`config.mk`:
```
export PLATFORM = sky130hd
export DESIGN_NAME = cdc_handshake_tx
export DESIGN_NICKNAME = d
export VERILOG_FILES = /design/src/rtl/cdc_handshake_tx.sv
export SDC_FILE = /design/constraint.sdc
export NUM_CORES = 1
export LEC_CHECK = 0
export CORE_ASPECT_RATIO = 0.8
export CORE_MARGIN = 2
export CORE_UTILIZATION = 41
export DETAILED_ROUTE_END_ITERATION = 12
export HOLD_SLACK_MARGIN = 0.05
export PLACE_DENSITY = 0.79
export SYNTH_ARGS = -nofsm -noshare
export SYNTH_HDL_FRONTEND = slang
export SYNTH_SLANG_ARGS = --single-unit
```
`constraint.sdc`:
```
create_clock -name clk -period 1.63 [get_ports clk]
set_input_delay 0.163 -clock clk [delete_from_list [all_inputs] [get_ports clk]]
set_output_delay 0.163 -clock clk [all_outputs]
set_load 0.02 [all_outputs]
```
`src/rtl/cdc_handshake_tx.sv`:
```
// Source side of a four-phase req/ack crossing: holds an accepted word on xfer_data
// while xfer_req is high and waits for the resynchronized far-domain acknowledge.
module cdc_handshake_tx #(
  parameter int WIDTH       = 32,
  parameter int SYNC_STAGES = 2
) (
  input  logic             clk,
  input  logic             rst,
  input  logic             in_valid,
  output logic             in_ready,
  input  logic [WIDTH-1:0] in_data,
  output logic             xfer_req,
  output logic [WIDTH-1:0] xfer_data,
  input  logic             xfer_ack,
  output logic             busy
);

  // state   | meaning
  // IDLE    | no handshake; accept when ack_s is low
  // REQ     | xfer_req high, waiting for ack_s to rise
  // RELEASE | xfer_req low, waiting for ack_s to fall
  typedef enum logic [1:0] {
    IDLE    = 2'd0,
    REQ     = 2'd1,
    RELEASE = 2'd2
  } state_e;

  state_e                 state_q, state_d;
  logic                   req_q, req_d;
  logic [WIDTH-1:0]       data_q, data_d;
  logic [SYNC_STAGES-1:0] ack_sync_q;
  logic                   ack_s;
  logic                   accept;

  // The chain keeps tracking xfer_ack through reset, so an ack left high by an
  // interrupted handshake still holds off in_ready; with ack low it flushes to 0.
  always_ff @(posedge clk) begin
    ack_sync_q <= {ack_sync_q[SYNC_STAGES-2:0], xfer_ack};
  end

  assign ack_s    = ack_sync_q[SYNC_STAGES-1];
  assign in_ready = (state_q == IDLE) && !ack_s;
  assign accept   = in_valid && in_ready;

  always_comb begin
    state_d = state_q;
    data_d  = data_q;
    case (state_q)
      IDLE: begin
        if (accept) begin
          state_d = REQ;
          data_d  = in_data;
        end
      end
      REQ: begin
        if (ack_s) state_d = RELEASE;
      end
      RELEASE: begin
        if (!ack_s) state_d = IDLE;
      end
      default: state_d = IDLE;
    endcase
    req_d = (state_d == REQ);
  end

  always_ff @(posedge clk) begin
    if (rst) begin
      state_q <= IDLE;
      req_q   <= 1'b0;
      data_q  <= '0;
    end else begin
      state_q <= state_d;
      req_q   <= req_d;
      data_q  <= data_d;
    end
  end

  assign xfer_req  = req_q;
  assign xfer_data = data_q;
  assign busy      = (state_q != IDLE);

endmodule

```
==> results.md <==
* Run status: finished clean
* Total nets after synthesis at 187
* Die width at 73.6 um
* Weighted congestion at the end of routability-driven global placement at 0.717
* Library cell with the largest summed area after synthesis: sky130_fd_sc_hd__dfxtp_1
* Inserted Diodes at 0
* Nature of the critical path endpoint: primary output
* Vias in the first global route at between 1,000 and 1,500
* Per-cell routed wire length at 12.7 um
* Largest net degree at the start of global routing at 68
* Met2 global-route usage at 0.260
* Clock insertion delay at the later pin of the skew report at 0.29 ns
* CTS tree: yes
* CTS root buf: sky130_fd_sc_hd__clkbuf_8
* Critical Path Fanout Max at 4
* Max transition margin at 0.818
* Setup repair after global routing missed its margin: false
* Violation count after the first detailed-routing iteration at 44
* Final hold violation count at 0
* Area of the mapped netlist at ~0.0016 mm2
* Data required time of the worst path at 1.47 ns
* # DRC at 0
* M3 GR Usage at 0.0877
* Final total negative setup slack at 0 ns
* Final cycle utilization of the critical path at 0.900
* Per-cell via count in the routed design at 4.59
* Syn avg cell area at 10.5 um2
* Portion of synthesized cell area occupied by the leading cell type at 0.467
* Post-detailed-route count of antenna-violating nets at 0
* Type of the worst setup path: reg2out
* Total die area at approximately 0.0044 mm2
* Number of sinks driven by the clock tree at 37
* Hold buffer count at cts at 0
* Worst Setup Slack, final at between 0.15 and 0.2 ns
* Worst setup slack for register-to-register paths at 0.33 ns
* Number of endpoints failing setup at the final stage at 0
* Crit path capture: in_ready
* Signal arrival time at the worst endpoint at 1.30 ns
* Half-perimeter wire length after detailed placement at 2.35 mm
* Wire length of the first global-routing pass at 5.36 mm
* Minimum clock period after layout at 1.47 ns
* Static leakage power at 0.894 nW
* Inserted Clock Buffers at 5
* Most common cell after layout, fill and taps aside: sky130_fd_sc_hd__clkdlybuf4s50_1
* Number of buffers inserted to repair setup after CTS at 0
* Crit Reg-Reg Startpoint: state_q[0]
* Filler cell count at between 300 and 400
* Setup Skew at roughly 0.0029 ns
* Peak clock frequency supported by timing at 682 MHz
* Remaining Overflow, GRT at 0
* Total routing usage reported by global routing at 0.166
* Core Region at 0.00375 mm2
* Distinct cells, synth at 11
* Max Buffers Root-to-Sink at 2
* Total vias in the final route at roughly 1,200
* Biggest area contributors in the synthesized netlist: sky130_fd_sc_hd__dfxtp_1, sky130_fd_sc_hd__nand2b_1, sky130_fd_sc_hd__mux2i_1
* Clock-pin slew on the worst setup and hold paths at 0.07 ns
* Number of placement rows at 20
* Number of antenna violations at the first check in global routing at 0
* Number of instances resized during post-cts repair at 3
* Fraction of layout cells with a size suffix above 1 at 0.0543
* Most heavily used metal layer in global routing: met2
* Synth warnings at 0
* Total wire length at 3.37 mm
* Number of iterations in the first detailed-routing pass at 4
* Final Slew Violations at 0
* Peak ir drop on the vdd network at approximately 0.5 mV
* Die H at 59.7 um
* Element type at the critical path start: flip-flop
* Commonest non-fill, non-tap cells in the layout: sky130_fd_sc_hd__clkdlybuf4s50_1, sky130_fd_sc_hd__nand2b_1, sky130_fd_sc_hd__dfxtp_1
* Worst min-delay path category: in2reg
* Power density over cell area at approximately 850 mW/mm2
* Cells on worst reg2reg path at 3
* Max_cap viols at 0
* Clock H-tree levels at 2
* Synthesized instance count at 151
* Slew at the pin with the worst max-slew slack at 0.272 ns
* Area Overhead vs Synth at 52.6%
* Num ports at between 70 and 80
* Count of state elements after synthesis at 37
* Minimum setup slack after placement at around 0.053 ns
* Number of nets in the layout at 256
* Post-route total power at 0.00206 W
* GR met1 Demand/Resource at 0.195
* Endpoint of the worst-slack reg-to-reg timing path: xfer_data[22]
* Total of buffers placed on input and output ports at 70
* Start point of the critical path: state_q[0]
* Register area share after synthesis at 0.467
* Starting utilization of the core area at 0.423
## power by group
part	internal [W]	switching [W]
Combinational	0.000229	0.000158
Clock	0.000382	0.000312
Sequential	0.000952	0.0000285
## per-stage QoR
step | hold WS, ns | util | cells | instance area, um2
after detailed placement | 0.329 | 0.619 | 257 | 2320
after global routing | 0.317 | 0.646 | 265 | 2420
after CTS | 0.326 | 0.646 | 265 | 2420
after global placement | 0.311 | 0.619 | 257 | 2320
final | 0.333 | 0.646 | 265 | 2420
after floorplan | 0.191 | - | 151 | 1590
## cells in the mapped netlist
cell type / instances
sky130_fd_sc_hd__nor4b_4: 1
sky130_fd_sc_hd__clkbuf_1: 7
sky130_fd_sc_hd__nor4_1: 2
sky130_fd_sc_hd__mux2i_1: 32
sky130_fd_sc_hd__nand2b_1: 64
sky130_fd_sc_hd__nor2_1: 2
sky130_fd_sc_hd__dfxtp_1: 37
sky130_fd_sc_hd__nor3b_1: 1
sky130_fd_sc_hd__buf_6: 3
sky130_fd_sc_hd__xnor2_1: 1
sky130_fd_sc_hd__or2_1: 1
## registers in the layout (all words and copies together) (netlist names)
| register | count |
|---|---|
| xfer_req | 1 |
| state_q | 2 |
| ack_sync_q | 2 |
| xfer_data | 32 |
## cell families (layout without fill, tap and decap cells)
family                 after synthesis  after routing  synth area share
flip-flops                          37             37             0.467
buffers and inverters               10             80            0.0378
AND/OR/NAND/NOR                     71             71             0.288
multiplexers                        32             32             0.202
XOR/XNOR                             1              1           0.00552
## worst min path at each step
stage | start | end | slack (ns) | cells after the start
after floorplan | xfer_ack | ack_sync_q[0] | 0.19 | 0
after global placement | ack_sync_q[0] | ack_sync_q[1] | 0.31 | 0
after detailed placement | ack_sync_q[0] | ack_sync_q[1] | 0.33 | 0
after CTS | xfer_ack | ack_sync_q[0] | 0.33 | 1
after global routing | xfer_ack | ack_sync_q[0] | 0.32 | 1
final | xfer_ack | ack_sync_q[0] | 0.33 | 1
## worst max-delay path, stage by stage (launching register included)
cell	delay [ns]
sky130_fd_sc_hd__dfxtp_1	0.37
sky130_fd_sc_hd__or2_1	0.24
sky130_fd_sc_hd__nor2_1	0.08
sky130_fd_sc_hd__dlygate4sd2_1	0.33
## final cells by class
cell class	count	area [um2]	area share
clock inverters	1	5.00	0.00207
multi-input cells	104	787	0.325
flip-flops and latches	37	742	0.306
clock buffers	7	96.3	0.0398
well taps	44	55.1	0.0227
repair buffers	72	738	0.305
## layer usage
layer  routed length (um)  up-vias  share of wire
met5                    0        -              0
met4                   32        0         0.0095
met3                  291        5          0.086
met2                 1570       45           0.47
met1                 1480      544           0.44
li1                     -      622              -
Note: power is estimated with default switching activity, not from simulation.
